$ cat config.mk
export PLATFORM = sky130hd
export DESIGN_NAME = alu_seq_v2
export DESIGN_NICKNAME = d
export VERILOG_FILES = /design/src/rtl/alu_seq_v2.sv
export SDC_FILE = /design/constraint.sdc
export NUM_CORES = 1
export LEC_CHECK = 0
export CAP_MARGIN = 15
export CELL_PAD_IN_SITES_DETAIL_PLACEMENT = 1
export CELL_PAD_IN_SITES_GLOBAL_PLACEMENT = 1
export CORE_MARGIN = 3
export CORE_UTILIZATION = 39
export DETAILED_ROUTE_END_ITERATION = 7
export HOLD_SLACK_MARGIN = 0.05
export PLACE_DENSITY = 0.86
export SLEW_MARGIN = 20
export SYNTH_ARGS = -nofsm -noshare
export SYNTH_HDL_FRONTEND = slang
export SYNTH_SLANG_ARGS = --single-unit
export TNS_END_PERCENT = 100
$ cat constraint.sdc
create_clock -name clk -period 3.65 [get_ports clk]
set_input_delay 0.5475 -clock clk [delete_from_list [all_inputs] [get_ports clk]]
set_output_delay 0.5475 -clock clk [all_outputs]
set_load 0.05 [all_outputs]
$ cat src/rtl/alu_seq_v2.sv
// Sequential ARM-style ALU: single-cycle data-processing ops plus an iterative
// shift-add MUL/MLA, with valid/ready handshakes and a registered CZVN flag set.
module alu_seq_v2 #(
  parameter int WIDTH  = 32,
  parameter bit MUL_EN = 1'b1
) (
  input  logic             clk,
  input  logic             rst_n,
  input  logic             in_valid,
  output logic             in_ready,
  input  logic [4:0]       op,
  input  logic [WIDTH-1:0] a,
  input  logic [WIDTH-1:0] b,
  input  logic [WIDTH-1:0] c,
  input  logic             s_bit,
  output logic             out_valid,
  input  logic             out_ready,
  output logic [WIDTH-1:0] result,
  output logic             res_we,
  output logic [3:0]       flags
);

  localparam int CW = $clog2(WIDTH);

  typedef enum logic {IDLE, MUL} state_t;

  state_t           state_reg, state_next;
  logic [CW-1:0]    cnt_reg;
  logic [WIDTH-1:0] mcand_reg, mplier_reg, acc_reg, acc_next;
  logic             mul_s_reg;
  logic [WIDTH-1:0] result_reg;
  logic             res_we_reg, out_valid_reg;
  logic [3:0]       flags_reg;

  logic             accept, is_mul, mul_done;
  logic [WIDTH-1:0] alu_x, alu_y, alu_res;
  logic [WIDTH:0]   alu_sum;
  logic             alu_cin, alu_arith, alu_known, alu_cmp, alu_v, alu_we, alu_upd;
  logic [3:0]       alu_flags;

  assign in_ready = (state_reg == IDLE) && (!out_valid_reg || out_ready);
  assign accept   = in_valid && in_ready;
  assign is_mul   = MUL_EN && ((op == 5'b10000) || (op == 5'b10001));
  assign mul_done = (state_reg == MUL) && (cnt_reg == CW'(WIDTH - 1));
  assign acc_next = acc_reg + (mplier_reg[0] ? mcand_reg : '0);

  always_ff @(posedge clk or negedge rst_n) begin
    if (!rst_n) state_reg <= IDLE;
    else        state_reg <= state_next;
  end

  always_comb begin
    state_next = state_reg;
    case (state_reg)
      IDLE:    if (accept && is_mul) state_next = MUL;
      MUL:     if (mul_done)         state_next = IDLE;
      default: state_next = IDLE;
    endcase
  end

  // Every add/subtract is x + y + cin; subtraction feeds the inverted subtrahend.
  always_comb begin
    alu_x     = '0;
    alu_y     = '0;
    alu_cin   = 1'b0;
    alu_arith = 1'b0;
    alu_known = 1'b1;
    alu_res   = '0;
    case (op)
      5'b00000, 5'b01000: alu_res = a & b;
      5'b00001, 5'b01001: alu_res = a ^ b;
      5'b01100:           alu_res = a | b;
      5'b01101:           alu_res = a;
      5'b01110:           alu_res = b & ~a;
      5'b01111:           alu_res = ~a;
      5'b00010, 5'b01010: begin alu_x = b; alu_y = ~a; alu_cin = 1'b1;         alu_arith = 1'b1; end
      5'b00011:           begin alu_x = a; alu_y = ~b; alu_cin = 1'b1;         alu_arith = 1'b1; end
      5'b00100, 5'b01011: begin alu_x = a; alu_y = b;  alu_cin = 1'b0;         alu_arith = 1'b1; end
      5'b00101:           begin alu_x = a; alu_y = b;  alu_cin = flags_reg[3]; alu_arith = 1'b1; end
      5'b00110:           begin alu_x = b; alu_y = ~a; alu_cin = flags_reg[3]; alu_arith = 1'b1; end
      5'b00111:           begin alu_x = a; alu_y = ~b; alu_cin = flags_reg[3]; alu_arith = 1'b1; end
      default:            alu_known = 1'b0;
    endcase
    alu_sum = {1'b0, alu_x} + {1'b0, alu_y} + {{WIDTH{1'b0}}, alu_cin};
    if (alu_arith) alu_res = alu_sum[WIDTH-1:0];
    alu_v     = (alu_x[WIDTH-1] == alu_y[WIDTH-1]) && (alu_sum[WIDTH-1] != alu_x[WIDTH-1]);
    alu_cmp   = (op[4:2] == 3'b010);
    alu_we    = alu_known && !alu_cmp;
    alu_upd   = alu_known && (s_bit || alu_cmp);
    alu_flags = {alu_arith ? alu_sum[WIDTH] : flags_reg[3],
                 (alu_res == '0),
                 alu_arith ? alu_v : flags_reg[1],
                 alu_res[WIDTH-1]};
  end

  always_ff @(posedge clk or negedge rst_n) begin
    if (!rst_n) begin
      out_valid_reg <= 1'b0;
      result_reg    <= '0;
      res_we_reg    <= 1'b0;
      flags_reg     <= 4'b0000;
      mcand_reg     <= '0;
      mplier_reg    <= '0;
      acc_reg       <= '0;
      cnt_reg       <= '0;
      mul_s_reg     <= 1'b0;
    end else begin
      if (out_valid_reg && out_ready) out_valid_reg <= 1'b0;
      if (accept) begin
        if (is_mul) begin
          mcand_reg  <= a;
          mplier_reg <= b;
          acc_reg    <= op[0] ? c : '0;
          cnt_reg    <= '0;
          mul_s_reg  <= s_bit;
        end else begin
          result_reg    <= alu_res;
          res_we_reg    <= alu_we;
          out_valid_reg <= 1'b1;
          if (alu_upd) flags_reg <= alu_flags;
        end
      end
      // The final iteration writes its sum straight to the result register.
      if (state_reg == MUL) begin
        acc_reg    <= acc_next;
        mcand_reg  <= mcand_reg << 1;
        mplier_reg <= mplier_reg >> 1;
        cnt_reg    <= cnt_reg + CW'(1);
        if (mul_done) begin
          result_reg    <= acc_next;
          res_we_reg    <= 1'b1;
          out_valid_reg <= 1'b1;
          if (mul_s_reg)
            flags_reg <= {flags_reg[3], (acc_next == '0), flags_reg[1], acc_next[WIDTH-1]};
        end
      end
    end
  end

  assign out_valid = out_valid_reg;
  assign result    = result_reg;
  assign res_we    = res_we_reg;
  assign flags     = flags_reg;

endmodule

# Yosys cells after proc, flatten, opt, wreduce, memory -nomap -nowiden
# Index checks and enable logic that the tools add are counted.
totals:
  register_bits: 141
  inputBits: 106
  output_inout_bits: 39
  wordCells: 119
classes:
  addsub: 4
  n_eq_ne: 22
  mux: 45
  bitwise: 7
  reduce_logical: 30
ops:
  columns: ["operator", "n"]
  rows:
  - ["$mux W32", 16]
  - ["$pmux W32 S6", 1]
  - ["$pmux W32 S3", 1]
  - ["$and A32 B32 Y32", 2]
  - ["$logic_not A32 Y1", 2]
  - ["$not A32 Y32", 2]
  - ["$pmux W32 S2", 1]
  - ["$eq A5 B4 Y1 const B", 8]
  - ["$add A32 B32 Y33", 1]
  - ["$add A33 B1 Y33", 1]
  - ["$add A32 B32 Y32", 1]
  - ["$or A32 B32 Y32", 1]
  - ["$xor A32 B32 Y32", 1]
  - ["$mux W4", 6]
  - ["$eq A5 B3 Y1 const B", 4]
  - ["$reduce_or A16 Y1", 1]
  - ["$eq A5 B5 Y1 const B", 3]
  - ["$mux W1", 15]
  - ["$mux W5", 3]
  - ["$reduce_or A3 Y1", 4]
  - ["$eq A5 B2 Y1 const B", 2]
  - ["$logic_and A1 B1 Y1", 8]
  - ["$reduce_or A8 Y1", 1]
  - ["$reduce_or A2 Y1", 3]
  - ["14 further kinds", 20]

# Longest topological paths before layout
# Gate-level depths: netlist of the first run.
logic_depth:
  word_depth: 14
  ltp_mapped: 21
  depth_no_buf: 16

# Worst setup path after synthesis of the first run
# No wires, ideal clock.
synth_path:
  kind: "input to register"
  from: "input port op[1]"
  to: "register result_reg[22], in the netlist result[22]"
  setup_ps: 83
  arrival_ps: 4867
  t_required_ps: 3567
  setup_slack_ps: -1299
  path_stages: 20
  n_path_buf: 4
  cell_sequence: "clkbuf_1 or2_2 nand2_1 clkbuf_1 buf_2 nor2_1 clkbuf_1 a22oi_1 fa_1 fa_1 nor2b_1 o2111ai_1 a21o_1 a2111oi_2 o21a_1 o21ai_0 and3_1 o31a_1 a211o_1 o21ai_0"
synth_between:
  elab_chain_cells: 10
  word_cells_on_any_way: 40
  classes_between: "2 x add/sub; 17 x eq/ne; 10 x mux; 11 x reduce/logical"
synth_lines:
  columns: ["element", "line", "source"]
  rows:
  - ["start, declared", "11", "input logic [4:0] op,"]
  - ["$eq A5 B3 Y1 (tied with other cells)", "69", "case (op)"]
  - ["$reduce_or A5 Y1 (no source line) (tied with other cells)", null, null]
  - ["$pmux W32 S2 / $pmux W32 S3 (equally long branches)", "69", null]
  - ["$add A32 B32 Y33", "84", "alu_sum = {1'b0, alu_x} + {1'b0, alu_y} + {{WIDTH{1'b0}}, alu_cin};"]
  - ["$add A33 B1 Y33", "84", null]
  - ["$mux W32", "85", "if (alu_arith) alu_res = alu_sum[WIDTH-1:0];"]
  - ["$mux W32 (*)", "110", "if (is_mul) begin"]
  - ["$mux W32 (*)", "109", "if (accept) begin"]
  - ["$mux W32", "129", "if (mul_done) begin"]
  - ["$mux W32 (*)", "124", "if (state_reg == MUL) begin"]
  - ["end signal, assigned", "117", "result_reg <= alu_res;"]
  - ["end signal, assigned", "130", "result_reg <= acc_next;"]
  - ["end, declared", "31", "logic [WIDTH-1:0] result_reg;"]
# Mark *: on every way between the ends. The rest lies on a longest branch, timed or not.
# A chain may end at the register's enable or synchronous reset.

# Final worst setup path of the first run
layout_path:
  from: "input port op[0]"
  to: "register flags_reg[2], in the netlist flags[2]"
layout_between:
  elab_chain_cells: 13
  word_cells_on_any_way: 46
  classes_between: "2 x add/sub; 17 x eq/ne; 13 x mux; 14 x reduce/logical"
layout_lines:
  columns: ["element", "line", "source"]
  rows:
  - ["$eq A5 B3 Y1 (tied with other cells)", "69", null]
  - ["$reduce_or A5 Y1 (no source line) (tied with other cells)", null, null]
  - ["$pmux W32 S2 / $pmux W32 S3 (equally long branches)", "69", null]
  - ["$add A32 B32 Y33", "84", null]
  - ["$add A33 B1 Y33", "84", null]
  - ["$mux W32", "85", null]
  - ["$logic_not A32 Y1", "91", "(alu_res == '0),"]
  - ["$mux W4", "120", "if (alu_upd) flags_reg <= alu_flags;"]
  - ["$mux W4 (*)", "110", null]
  - ["$mux W4 (*)", "109", null]
  - ["$mux W4", "133", "if (mul_s_reg)"]
  - ["$mux W4", "129", null]
  - ["$mux W4 (*)", "124", null]
  - ["end signal, assigned", "120", null]
  - ["end signal, assigned", "134", "flags_reg <= {flags_reg[3], (acc_next == '0), flags_reg[1], acc_next[WIDTH-1]};"]
  - ["end, declared", "33", "logic [3:0] flags_reg;"]
# Mark *: on every way between the ends. The rest lies on a longest branch, timed or not. The select of a mux whose other input is x is not followed.

==> results of run 1 <==
## worst paths after layout
kind | startpoint | to
worst max-delay path | op[0] | flags[2]
worst min-delay path | rst_n | mplier_reg[22]
worst max register to register | mplier_reg[0] | flags[2]
worst min register to register | mplier_reg[26] | mplier_reg[25]
max in group asynchronous | rst_n | mplier_reg[0]
min in group clk | mplier_reg[26] | mplier_reg[25]
## kinds of logic after synthesis
kind of cell	after synthesis	share of synthesized area (%)
AOI/OAI and AO/OA	688	32.24
DFF	141	25.23
buffers and inverters	238	6.736
muxes	21	1.547
adders and majority gates	99	9.017
and+or+nand+nor	693	23.42
xor gates and xnor gates	29	1.816
## through the flow
| stage | setup WS [ns] | instance area, um^2 | total power [mW] | setup TNS, ns | util [%] |
|---|---|---|---|---|---|
| finish | -0.4164 | 20180 | 10.02 | -1.450 | 57.70 |
| global route | -0.3975 | 20180 | 10.49 | -1.993 | 57.70 |
| CTS | -0.1011 | 19620 | 9.687 | -0.1841 | 56.12 |
| detailed placement | -1.233 | 18640 | 7.611 | -28.18 | 53.31 |
| global placement | -1.128 | 18640 | 7.298 | -21.82 | 53.31 |
| floorplan | -0.6858 | 14200 | 5.294 | -3.672 | - |
## timing repair
item,in CTS,in global routing
endpoints found under the setup margin,32,25
gates resized for setup,98,108
hold endpoints to repair,0,0
pin swaps,40,53
buffers inserted,10,16
cloned,0,1
## cell type report
| type | count | area, um^2 | share of cell area [%] |
|---|---|---|---|
| multi-input combinational | 1530 | 10380 | 51.43 |
| timing repair buffer | 549 | 4705 | 23.32 |
| sequential | 141 | 3533 | 17.51 |
| tap | 455 | 569.3 | 2.822 |
| clock buffer | 17 | 425.4 | 2.109 |
| inverter | 111 | 416.7 | 2.065 |
| clock inverter | 15 | 150.1 | 0.7442 |
## cells in the mapped netlist, types with 7 or more instances
library cell | instances | area (um^2)
nand3_1 | 46 | 230.2
nor3_1 | 24 | 120.1
o22ai_1 | 12 | 75.07
o2111ai_1 | 10 | 87.58
a31oi_1 | 33 | 206.5
nor2b_1 | 10 | 62.56
nor2_1 | 166 | 623.1
o221ai_1 | 37 | 324.1
inv_1 | 110 | 412.9
nor4_1 | 12 | 75.07
nand2b_1 | 11 | 68.82
xor2_1 | 16 | 140.1
mux2i_1 | 16 | 160.2
dfrtp_1 | 141 | 3528
nand2_1 | 269 | 1010
a22oi_1 | 14 | 105.1
clkbuf_1 | 99 | 371.6
and4_1 | 12 | 105.1
or2_2 | 7 | 43.79
and2_1 | 48 | 300.3
nand4_1 | 21 | 131.4
o21ai_0 | 201 | 1006
a222oi_1 | 20 | 200.2
a211oi_1 | 32 | 240.2
xnor2_1 | 13 | 113.9
or3_1 | 13 | 81.33
and3_1 | 20 | 125.1
ha_1 | 96 | 1201
a221oi_1 | 10 | 87.58
a21oi_1 | 163 | 815.8
o211ai_1 | 32 | 240.2
a21o_1 | 29 | 217.7
buf_2 | 16 | 80.08
o21a_1 | 10 | 75.07
## critical path, stage by stage
cell       delay, ns
buf_2           0.12
buf_4           0.14
nor2b_4         0.13
buf_6           0.11
nor2_4          0.04
buf_6           0.13
buf_8           0.14
buf_12          0.15
nand2_1         0.11
o21ai_0         0.15
ha_1            0.42
nand4_1         0.22
nor4_1          0.65
a31oi_4         0.11
nand2_2         0.13
o221ai_4        0.17
mux2i_2         0.20
a2111oi_1       0.42
nand4_1         0.16
o21ai_2         0.15
## power breakdown
group	switching, mW	internal, mW	total [mW]
clock network	0.842	0.961	1.80
registers	0.507	2.09	2.60
logic	3.34	2.28	5.62
total	4.69	5.33	10.0
## placed cells by master, fill, tap and decap left out, types with 20 or more instances in the layout
master,Yosys,layout
nand3_1,46,44
a21oi_1,163,139
a31oi_1,33,29
dfrtp_1,141,139
a21o_1,29,28
ha_1,96,83
nor2_1,166,158
nand4_1,21,21
a21oi_2,1,20
buf_4,5,376
o221ai_1,37,32
inv_1,110,109
o21ai_0,201,171
o21ai_1,0,23
clkdlybuf4s50_1,0,136
o211ai_1,32,32
nand2_1,269,264
a222oi_1,20,20
a211oi_1,32,25
and2_1,48,46
## layer usage
metal  share of wire (%)  GRT usage [%]  up-vias
met2                  47          58.52     1131
met4                 4.8          13.07        0
met5                   0              0        -
met1                  39          46.20     9040
met3                 9.1          5.210      273
li1                    -              -     7896
==> impl_table.tex, run 1 <==
\begin{tabular}{lr}
\hline
Metric & Value \\
\hline
\multicolumn{2}{l}{\textbf{Clock tree}} \\
Clock tree from TritonCTS & done \\
Worst-case clock buffer depth & 2 \\
Clock-pin slew reported for the worst setup and hold paths after clock tree synthesis & 0.07 ns \\
Clock latency of the later-clocked register in the worst-skew pair & 0.45 ns \\
Buffer type at the clock tree root & clkbuf\_16 \\
Count of hold-fix buffers inserted at cts & 0 \\
Clock net sink count & 141 \\
Number of buffers created by CTS & 17 \\
Number of H-tree branching levels & 4 \\
\multicolumn{2}{l}{\textbf{STA}} \\
Worst Hold Slack & 0.09861 ns \\
Setup Skew & 0.01181 ns \\
Max-slew violation count & 0 \\
Max Freq & 245.9 MHz \\
Crit path setup slack, layout & -0.4164 ns \\
Ratio of final minimum period to clock period & 111.4\% \\
Worst-margin pin slew & 0.8557 ns \\
Max-Slew Margin vs Limit & 42.23\% \\
Min Tclk post-route & 4.066 ns \\
Final number of hold-violating endpoints & 0 \\
Setup repair after global routing missed its margin & yes \\
Setup violators final & 7 \\
\multicolumn{2}{l}{\textbf{Place}} \\
Input/output buffers & 144 \\
HPWL after detailed placement & 51.94 mm \\
Final GP Congestion & 1.021 \\
Cells after DPL & 2761 \\
\multicolumn{2}{l}{\textbf{Global route}} \\
Wire length of the first global-routing pass & 107.0 mm \\
Initial antenna violation count & 0 \\
Largest net degree at the start of global routing & 130 \\
Number of global-route vias before repair & 18546 \\
GR Util All Layers & 35.11\% \\
Remaining global-route overflow & 0 \\
\multicolumn{2}{l}{\textbf{Floorplanning}} \\
Total Die Area & 0.03817 mm\^{}2 \\
Chip Height & 195.4 um \\
Count of standard-cell rows & 68 \\
Die X & 195.4 um \\
Initial cell density of the core & 40.00\% \\
Core region area & 0.03497 mm\^{}2 \\
\# IOs & 145 \\
\multicolumn{2}{l}{\textbf{Synth}} \\
Number of enable-type register cells in the synthesized netlist & 0 \\
Share of synthesized registers carrying an async set or reset & 100.0\% \\
Syn Nets & 2114 \\
Number of cells produced by synthesis & 1909 \\
Avg Synthesized Cell Area & 7.327 um\^{}2 \\
Synthesis warning total & 0 \\
Yosys reg bits & 141 \\
Sequential share of the synthesized area & 25.23\% \\
Predominant post-synthesis flop cell & dfrtp\_1 \\
Synthesized cell area & 0.01399 mm\^{}2 \\
Cell variety after synth & 87 \\
\multicolumn{2}{l}{\textbf{Pwr}} \\
Static leakage & 9.163 nW \\
Pwr per Cell Area & 496.7 mW/mm\^{}2 \\
IR Drop Worst-Case VDD & 0.3568 mV \\
\multicolumn{2}{l}{\textbf{Route}} \\
Remaining DRCs & 0 \\
Number of iterations in the first detailed-routing pass & 7 \\
Routed WL & 72.91 mm \\
Via count & 18340 \\
Number of violations reported at the end of detailed-routing iteration 0 & 2132 \\
Average detailed-routed wire length per instance & 25.87 um \\
Via density per instance & 6.508 \\
Number of nets with antenna violations after routing & 0 \\
\multicolumn{2}{l}{\textbf{Critical path}} \\
Data arrival time at the worst-slack endpoint & 4.44 ns \\
Worst EP required & 4.02 ns \\
Worst Path Class, Setup & input pin to flop \\
Critical path endpoint category & flop \\
Maximum fanout count along the critical path & 16 \\
Worst r2r path cells & 14 \\
Category of the worst setup path launch point & input pin \\
Setup slack, reg-to-reg & -0.19 ns \\
\multicolumn{2}{l}{\textbf{Status}} \\
Result of the run & finished, violations left \\
Violated checks & negative setup slack \\
\multicolumn{2}{l}{\textbf{Final layout}} \\
Layout overhead on the synthesized area & 44.24\% \\
Ratio of cells with drive above 1 in the final layout & 25.86\% \\
Nets & 2555 \\
Antenna Diode Count & 0 \\
Filler Cell Count & 4256 \\
Post-layout instance count excluding filler cells & 2818 \\
\multicolumn{2}{l}{\textbf{Worst hold path}} \\
Path category of the worst min-delay check & input pin to async pin \\
\multicolumn{2}{l}{\textbf{Flow run}} \\
Count of max-cap constraint violations & 0 \\
\hline
\end{tabular}
Power figures use the tool's default switching activity.
==> inputs of run 2 (changes only) <==
- MAX_ROUTING_LAYER: unset -> met4
==> impl_table.tex, run 2 (synthesis results as in run 1) <==
\begin{tabular}{lr}
\hline
Metric & Value \\
\hline
\multicolumn{2}{l}{\textbf{Status}} \\
Result of the run & finished, violations left (unchanged) \\
Violated checks & negative setup slack (unchanged) \\
\multicolumn{2}{l}{\textbf{Floorplanning}} \\
Chip Height & 195.4 um (unchanged) \\
Core region area & 0.03497 mm\^{}2 (unchanged) \\
Total Die Area & 0.03817 mm\^{}2 (unchanged) \\
\# IOs & 145 (unchanged) \\
Count of standard-cell rows & 68 (unchanged) \\
Initial cell density of the core & 40.00\% (unchanged) \\
Die X & 195.4 um (unchanged) \\
\multicolumn{2}{l}{\textbf{Final layout}} \\
Ratio of cells with drive above 1 in the final layout & 29.32\% (was 25.86\%) \\
Layout overhead on the synthesized area & 49.92\% (was 44.24\%) \\
Commonest non-fill, non-tap cell in the layout & buf\_4 (unchanged) \\
Area occupied by registers & 0.003533 mm\^{}2 (unchanged) \\
Area of the multi-input gates & 0.01076 mm\^{}2 (was 0.01038 mm\^{}2) \\
Leading cell types in the layout, fill and taps excluded & buf\_4, nand2\_1, o21ai\_0, nor2\_1, dfrtp\_1 (was buf\_4, nand2\_1, o21ai\_0, nor2\_1) \\
Filler Cell Count & 4210 (was 4256) \\
Nets & 2593 (was 2555) \\
Area of all placed cells without fillers & 0.02097 mm\^{}2 (was 0.02018 mm\^{}2) \\
Post-layout instance count excluding filler cells & 2858 (was 2818) \\
\multicolumn{2}{l}{\textbf{STA}} \\
Ratio of final minimum period to clock period & 111.4\% (about the same) \\
Max-slew violation count & 0 (unchanged) \\
Setup violators final & 14 (was 7) \\
Worst-margin pin slew & 0.9437 ns (was 0.8557 ns) \\
Final number of hold-violating endpoints & 0 (unchanged) \\
Crit path setup slack, layout & -0.4166 ns (was -0.4164 ns) \\
Setup repair after global routing missed its margin & yes (unchanged) \\
Max Freq & 245.9 MHz (about the same) \\
Min Tclk post-route & 4.067 ns (was 4.066 ns) \\
Max-Slew Margin vs Limit & 37.08\% (was 42.23\%) \\
Setup Skew & 0.01200 ns (was 0.01181 ns) \\
\multicolumn{2}{l}{\textbf{Critical path}} \\
Category of the worst setup path launch point & input pin (unchanged) \\
Worst Path Class, Setup & input pin to flop (unchanged) \\
Critical Path Max Stage Delay & 0.39 ns (was 0.65 ns) \\
Worst EP required & 4.04 ns (was 4.02 ns) \\
Maximum fanout count along the critical path & 8 (was 16) \\
Data arrival time at the worst-slack endpoint & 4.46 ns (was 4.44 ns) \\
Sequence of cells on the critical path & buf\_8 -> buf\_6 -> a32oi\_2 -> nor2\_2 -> buf\_6 -> buf\_12 -> buf\_12 -> nand2\_4 -> o221ai\_2 -> ha\_1 -> buf\_4 -> nand4\_1 -> nor3\_4 -> nand3\_2 -> a211o\_1 -> and3\_1 -> nor3\_4 -> and3\_4 -> o2111a\_1 -> nand4\_1 -> o21ai\_2 (was buf\_2 -> buf\_4 -> nor2b\_4 -> buf\_6 -> nor2\_4 -> buf\_6 -> buf\_8 -> buf\_12 -> nand2\_1 -> o21ai\_0 -> ha\_1 -> nand4\_1 -> nor4\_1 -> a31oi\_4 -> nand2\_2 -> o221ai\_4 -> mux2i\_2 -> a2111oi\_1 -> nand4\_1 -> o21ai\_2) \\
Slowest-stage cell, CP & nor3\_4 (was nor4\_1) \\
Critical path endpoint category & flop (unchanged) \\
\multicolumn{2}{l}{\textbf{Route}} \\
Routed WL & 77.78 mm (was 72.91 mm) \\
Number of nets with antenna violations after routing & 0 (unchanged) \\
Average detailed-routed wire length per instance & 27.21 um (was 25.87 um) \\
Via density per instance & 6.610 (was 6.508) \\
Remaining DRCs & 0 (unchanged) \\
Number of violations reported at the end of detailed-routing iteration 0 & 2311 (was 2132) \\
Via count & 18892 (was 18340) \\
Number of iterations in the first detailed-routing pass & 6 (was 7) \\
\multicolumn{2}{l}{\textbf{Global route}} \\
GR Util All Layers & 37.34\% (was 35.11\%) \\
Number of global-route vias before repair & 18725 (was 18546) \\
Wire length of the first global-routing pass & 110.1 mm (was 107.0 mm) \\
Initial antenna violation count & 1 (was 0) \\
Largest net degree at the start of global routing & 130 (unchanged) \\
Remaining global-route overflow & 0 (unchanged) \\
\multicolumn{2}{l}{\textbf{Clock tree}} \\
Clock-pin slew reported for the worst setup and hold paths after clock tree synthesis & 0.08 ns (was 0.07 ns) \\
Worst-case clock buffer depth & 2 (unchanged) \\
Number of buffers created by CTS & 17 (unchanged) \\
Count of hold-fix buffers inserted at cts & 0 (unchanged) \\
Clock latency of the later-clocked register in the worst-skew pair & 0.46 ns (was 0.45 ns) \\
Buffer type at the clock tree root & clkbuf\_16 (unchanged) \\
Number of H-tree branching levels & 4 (unchanged) \\
Clock tree from TritonCTS & done (unchanged) \\
Clock net sink count & 141 (unchanged) \\
\multicolumn{2}{l}{\textbf{Place}} \\
Final GP Congestion & 0.9950 (was 1.021) \\
Cells after DPL & 2769 (was 2761) \\
HPWL after detailed placement & 52.16 mm (was 51.94 mm) \\
Area after detailed placement & 0.01871 mm\^{}2 (was 0.01864 mm\^{}2) \\
Input/output buffers & 144 (unchanged) \\
\multicolumn{2}{l}{\textbf{Pwr}} \\
IR Drop Worst-Case VDD & 0.3461 mV (was 0.3568 mV) \\
Pwr per Cell Area & 490.0 mW/mm\^{}2 (was 496.7 mW/mm\^{}2) \\
Static leakage & 9.598 nW (was 9.163 nW) \\
\multicolumn{2}{l}{\textbf{Worst hold path}} \\
Path category of the worst min-delay check & input pin to async pin (unchanged) \\
\multicolumn{2}{l}{\textbf{Flow run}} \\
Count of max-cap constraint violations & 0 (unchanged) \\
\hline
\end{tabular}
run 2: path summary, 6_finish.rpt:
check | start | to | cells past startpoint | slack [ns]
hold reg to reg | mplier_reg[8] | mplier_reg[7] | 2 | 0.50
min in group clk | mplier_reg[8] | mplier_reg[7] | 2 | 0.50
hold / removal | rst_n | mplier_reg[21] | 1 | 0.09
setup / recovery | op[1] | flags[2] | 21 | -0.42
max in group asynchronous | rst_n | acc_reg[17] | 2 | 2.66
setup reg to reg | flags[3] | flags[2] | 17 | -0.25
run 2: cell type report:
cell class | instances | area share (%)
tap | 455 | 2.715
multi-input combinational | 1530 | 51.29
clock buffer | 17 | 2.029
antenna | 2 | 0.02387
inverter | 111 | 1.987
sequential | 141 | 16.85
timing repair buffer | 587 | 24.26
clock inverter | 15 | 0.8473
run 2: layer usage:
layer	part of all wire, %	global-route usage [%]	vias to the layer above
li1	-	-	7977
met1	39	48.23	9374
met2	46	59.75	1193
met3	8.6	4.296	348
met4	5.9	15.39	0
met5	0	-	-
run 2: timing repair:
item	CTS	global route
endpoints found under the setup margin	31	25
pin swaps	67	74
resized for setup	154	143
gates cloned	1	2
buffers inserted	25	33
run 2: stage by stage:
stage          hold slack (ns)  total power [mW]  setup slack [ns]  util, %  TNS (ns)
2_1_floorplan           0.2519             5.294           -0.6858        -    -3.672
3_3_place_gp            0.4582             7.348            -1.145    53.51    -21.58
3_5_place_dp            0.4843             7.654            -1.329    53.51    -28.11
4_1_cts                 0.1730             9.867          -0.08618    57.41   -0.1453
5_1_grt                 0.1904             10.73           -0.5040    59.96    -3.729
6_report               0.08806             10.27           -0.4166    59.96    -2.471
run 2: report_power, final:
part / internal (mW) / leakage, nW / total, mW / switching (mW)
Clock: 1.03 / 0.284 / 1.91 / 0.881
Sequential: 2.09 / 1.84 / 2.60 / 0.509
Combinational: 2.36 / 7.48 / 5.76 / 3.41
Total: 5.48 / 9.60 / 10.3 / 4.80
run 2: worst max-delay path: cells and delay by family:
kind	cells	cell delay, ns
adders and majority gates	1	0.38
buffers and inverters	6	0.78
AOI/OAI and AO/OA	5	1.04
and+or+nand+nor	9	1.68
